<file path="src/rtl/weight_loader.sv">
`default_nettype none
// ============================================================================
// Module   : weight_loader
// Purpose  : Burst sequencer that turns 16-bit weight streams into 32-bit
//            address/data commands for the weight memory, plus read sweeps.
// Options  : WEIGHT_LOADER_CHECKSUM_EN enables the running write checksum.
// Revision : 1.0 - initial release
// ============================================================================
module weight_loader #(
  parameter int NUM_BANKS = 2,
  parameter int DEPTH     = 1024
) (
  input  logic        clk,
  input  logic        reset,
  input  logic        start,
  input  logic        mode,
  input  logic [9:0]  bank_sel,
  input  logic [19:0] base_addr,
  input  logic [19:0] count,
  input  logic        in_valid,
  input  logic [15:0] in_data,
  output logic        in_ready,
  output logic [31:0] address,
  output logic [31:0] data,
  output logic        busy,
  output logic        done,
  output logic        err,
  output logic [15:0] checksum
);

  localparam logic [9:0]  c_num_banks = 10'(NUM_BANKS);
  localparam logic [19:0] c_last_addr = 20'(DEPTH - 1);

  typedef enum logic [1:0] {
    S_IDLE  = 2'd0,
    S_WRITE = 2'd1,
    S_READ  = 2'd2,
    S_FIN   = 2'd3
  } state_t;

  state_t      r_state;
  logic [9:0]  r_bank;
  logic [19:0] r_cur;
  logic [19:0] r_rem;

  logic        w_bad;
  logic        w_accept;
  logic        w_wr_hs;
  logic [19:0] w_cur_next;

  assign w_bad      = (bank_sel >= c_num_banks) || (base_addr > c_last_addr);
  assign w_accept   = (r_state == S_IDLE) && start && !w_bad;
  assign w_wr_hs    = (r_state == S_WRITE) && in_valid && in_ready;
  assign w_cur_next = (r_cur == c_last_addr) ? 20'd0 : r_cur + 20'd1;

  always_ff @(posedge clk or posedge reset) begin
    if (reset) begin
      r_state  <= S_IDLE;
      r_bank   <= '0;
      r_cur    <= '0;
      r_rem    <= '0;
      address  <= '0;
      data     <= '0;
      in_ready <= 1'b0;
      busy     <= 1'b0;
      done     <= 1'b0;
      err      <= 1'b0;
    end else begin
      done <= 1'b0;
      err  <= 1'b0;
      case (r_state)
        S_IDLE: begin
          if (start && w_bad) begin
            err <= 1'b1;
          end else if (w_accept) begin
            busy <= 1'b1;
            if (count == 20'd0) begin
              r_state <= S_FIN;
            end else begin
              r_bank <= bank_sel;
              r_cur  <= base_addr;
              r_rem  <= count;
              if (mode) begin
                r_state <= S_READ;
              end else begin
                r_state  <= S_WRITE;
                in_ready <= 1'b1;
              end
            end
          end
        end
        S_WRITE: begin
          if (w_wr_hs) begin
            address <= {2'b01, r_bank, r_cur};
            data    <= {16'h0000, in_data};
            r_cur   <= w_cur_next;
            r_rem   <= r_rem - 20'd1;
            if (r_rem == 20'd1) begin
              in_ready <= 1'b0;
              r_state  <= S_FIN;
            end
          end else begin
            // Bubble: drop the write enable, keep the last command otherwise.
            address[30] <= 1'b0;
          end
        end
        S_READ: begin
          address <= {2'b00, r_bank, r_cur};
          r_cur   <= w_cur_next;
          r_rem   <= r_rem - 20'd1;
          if (r_rem == 20'd1) begin
            r_state <= S_FIN;
          end
        end
        S_FIN: begin
          address[30] <= 1'b0;
          done        <= 1'b1;
          busy        <= 1'b0;
          r_state     <= S_IDLE;
        end
        default: r_state <= S_IDLE;
      endcase
    end
  end

`ifdef WEIGHT_LOADER_CHECKSUM_EN
  logic [15:0] r_checksum;

  always_ff @(posedge clk or posedge reset) begin
    if (reset) begin
      r_checksum <= '0;
    end else if (w_accept) begin
      r_checksum <= '0;
    end else if (w_wr_hs) begin
      r_checksum <= r_checksum + in_data;
    end
  end

  assign checksum = r_checksum;
`else
  assign checksum = 16'h0000;
`endif

endmodule
`default_nettype wire

</file>
<file path="config.mk">
export PLATFORM = sky130hd
export DESIGN_NAME = weight_loader
export DESIGN_NICKNAME = d
export VERILOG_FILES = /design/src/rtl/weight_loader.sv
export SDC_FILE = /design/constraint.sdc
export NUM_CORES = 1
export LEC_CHECK = 0
export CAP_MARGIN = 20
export CORE_AREA = 10 10 130 132
export DETAILED_ROUTE_END_ITERATION = 10
export DIE_AREA = 0 0 140 142
export PLACE_DENSITY = 0.68
export SLEW_MARGIN = 10
export SYNTH_ARGS = -nofsm -noshare
export SYNTH_HDL_FRONTEND = slang
export SYNTH_SLANG_ARGS = --single-unit
</file>
<file path="constraint.sdc">
create_clock -name clk -period 9.9 [get_ports clk]
set_input_delay 1.98 -clock clk [delete_from_list [all_inputs] [get_ports clk]]
set_output_delay 1.98 -clock clk [all_outputs]
set_load 0.05 [all_outputs]
</file>
==> flow_summary.json <==
{
  "power_frac_comb_pct": 55.6,
  "netlist_area_mm2": 0.00545,
  "cts_tree": "built",
  "post-place-ws_ns": 4.89,
  "num_vias": 4574,
  "postCtsSetupRepairBufs": 0,
  "clock-root-buffer": "clkbuf_16",
  "fin_nets": 740,
  "grt_pass1_wl_mm": 24.8,
  "fin_crit_ns": 4.71,
  "via_per_inst": 5.38,
  "final_common_cell": "clkdlybuf4s50_1",
  "holdPathStages": 2,
  "gr-usage-all-layers_pct": 15.3,
  "ioPinCount": 155,
  "grt_max_degree": 69,
  "worstMarginPinSlew_ns": 1.02,
  "yosys_warnings": 0,
  "max-vdd-ir-drop_v": 0.000209,
  "num_rows": 44,
  "finalWorstSetupSlack_ns": 5.19,
  "antenna_found_initial": 0,
  "crit_path_end_kind": "register",
  "core_area_mm2": 0.0143,
  "drv_slew": 0,
  "crit_chain": "clkdlybuf4s50_1 -> nor4_1 -> nand3_1 -> o211ai_1 -> a21o_1 -> buf_4 -> o32ai_1 -> a211o_1",
  "portBuffers": 121,
  "power_density_mw_per_mm2": 358,
  "final_antenna_net_count": 0,
  "htreeDepth": 3,
  "slowest_stage": "nor4_1",
  "setup-violations-final": 0,
  "drc": 0,
  "fmax_mhz": 212,
  "seqPwrFrac_pct": 30.4,
  "synth_seq_cells": 103,
  "first_iter_violations": 246,
  "worstPathMaxFanout": 40,
  "outcome": "finished clean",
  "critPathTopFamily": "compound AO/OA/AOI/OAI gates",
  "path_buf_inv": 2,
  "layout-drive-gt1-share_pct": 12.3,
  "areaGrowthSynthToFinish_pct": 28.5,
  "cts_resized": 0,
  "hold_path.class": "register to register",
  "layout_common_cells": "121 x clkdlybuf4s50_1, 103 x dfrtp_1, 48 x mux2_2",
  "slowest_delay_ns": 0.54,
  "synth_area_per_cell_um2": 9.90,
  "synth_edf_count": 0,
  "grt_pass1_vias": 4658,
  "grt_overflow": 0,
  "p_int_mw": 1.31,
  "required_ns": 10.13,
  "cts_buffer_depth": 2,
  "die_y_um": 142,
  "period_share_pct": 47.5,
  "async_reset_ff_share_pct": 100,
  "die_area_mm2": 0.0199,
  "post-route-cell-area_mm2": 0.00701,
  "wl_mm": 15.4,
  "fin_worst_skew_ns": 0.00793,
  "post_drt_wl_per_cell_um": 18.1,
  "dp_hpwl_mm": 11.3,
  "synthFlopType": "dfrtp_1",
  "power_mw": 2.51,
  "cp-start-kind": "input port",
  "synth_seq_area_share_pct": 47.3,
  "leakage_nw": 2.90,
  "hold_buffers": 0,
  "clkSinkCount": 103,
  "cp.arrival_ns": 4.94,
  "placed_area_mm2": 0.00672,
  "relSlewSlack_pct": 31.3,
  "cts_buffers": 9,
  "hold_violations": 0,
  "ys_types": 55,
  "start_util_pct": 38.1,
  "p_clk_share_pct": 14.1,
  "syn_inst": 551,
  "routabilityCongestion": 0.849,
  "first_pass_iters": 5,
  "rsz0062_at_grt": "false",
  "r2r_cells": 6,
  "drv_cap": 0,
  "switching_share_pct": 47.9,
  "antenna_cells": 0,
  "insertion_delay_ns": 0.35,
  "path_depth": 8,
  "power_switching_mw": 1.20,
  "cts.clk_slew.worst_paths_ns": 0.07,
  "crit_type": "input port to register",
  "finalSetupTns_ns": 0,
  "die_w_um": 140
}
layout make-up:
type	count	area (um^2)
fillers	1298	7300
multi-input cells	404	2590
flip-flops and latches	103	2580
repair buffers	129	1270
clock buffers	11	233
well taps	184	230
clock inverters	5	56.3
inverters	14	55.1
Yosys cell counts, types with 3 or more instances:
master | number | area [um^2]
nand2b_1 | 4 | 25.0
o211ai_1 | 6 | 45.0
o32ai_1 | 3 | 26.3
a31oi_1 | 4 | 25.0
nor2b_1 | 14 | 87.6
dfrtp_1 | 103 | 2580
nand4_1 | 4 | 25.0
nor3_1 | 25 | 125
buf_4 | 35 | 263
or4_1 | 4 | 30.0
nand3_1 | 25 | 125
buf_2 | 6 | 30.0
nor2_1 | 32 | 120
nand4b_1 | 3 | 26.3
inv_1 | 14 | 52.6
or3_1 | 4 | 25.0
mux2i_1 | 3 | 30.0
nor4_1 | 18 | 113
o22ai_1 | 9 | 56.3
a21oi_1 | 31 | 155
nand2_1 | 35 | 131
clkbuf_1 | 21 | 78.8
nor3b_1 | 3 | 22.5
and3_1 | 6 | 37.5
ha_1 | 8 | 100
a211oi_1 | 8 | 60.1
o21ai_0 | 40 | 200
mux2_2 | 48 | 541
metrics by stage:
step	hold WS (ns)	utilization, %	std cells
finish	0.493	49.0	850
global route	0.521	49.0	850
CTS	0.498	49.0	850
detailed placement	0.481	46.9	834
global placement	0.466	46.9	834
floorplan	0.458	-	583
flip-flops by register name (all words and copies together) (netlist names), 2 cells and up:
signal and cells:
address 31, data 16, r_bank 10, r_rem 20, r_cur 20, r_state 2
logic make-up after synthesis:
family / count (synthesis) / share of synthesized area [%]
AO/OA/AOI/OAI: 120 / 13.5
adder cells (fa/ha/maj): 8 / 1.84
buffers and inverters: 76 / 7.78
flip-flops: 103 / 47.3
multiplexers: 52 / 10.7
other: 1 / 0.0688
AND/OR/NAND/NOR: 191 / 18.8
worst register-to-register path, stage by stage (launching register included):
cell	delay, ns
dfrtp_1	0.40
inv_1	0.13
ha_1	0.26
nand3_1	0.64
o21ai_2	0.57
buf_4	0.39
mux2_2	0.39
power groups by stage:
stage / registers (mW) / logic, mW / clock network [mW]
final: 0.761 / 1.39 / 0.353
after global routing: 0.790 / 1.52 / 0.383
after CTS: 0.759 / 1.40 / 0.365
after detailed placement: 0.763 / 1.40 / 0
after global placement: 0.755 / 1.36 / 0
after floorplan: 0.983 / 0.793 / 0
worst paths after layout:
check | startpoint | endpoint | slack (ns)
worst max-delay path | count[14] | r_rem[2] | 5.19
worst min-delay path | address[30] | address[30] | 0.49
worst max register to register | r_state[1] | address[16] | 7.02
worst min register to register | address[30] | address[30] | 0.49
max in group asynchronous | reset | address[25] | 6.65
min in group asynchronous | reset | data[15] | 1.98
metal layers:
layer / track usage [%] / up-vias / share of wire [%] / wire [um]
met3: 5.91 / 17 / 8.5 / 1310
met2: 25.1 / 162 / 50 / 7670
met1: 18.1 / 2229 / 40 / 6120
li1: - / 2166 / - / -
met4: 4.46 / 0 / 1.6 / 249
met5: 0 / - / 0 / 0
Note: power is estimated with default switching activity, not from simulation.
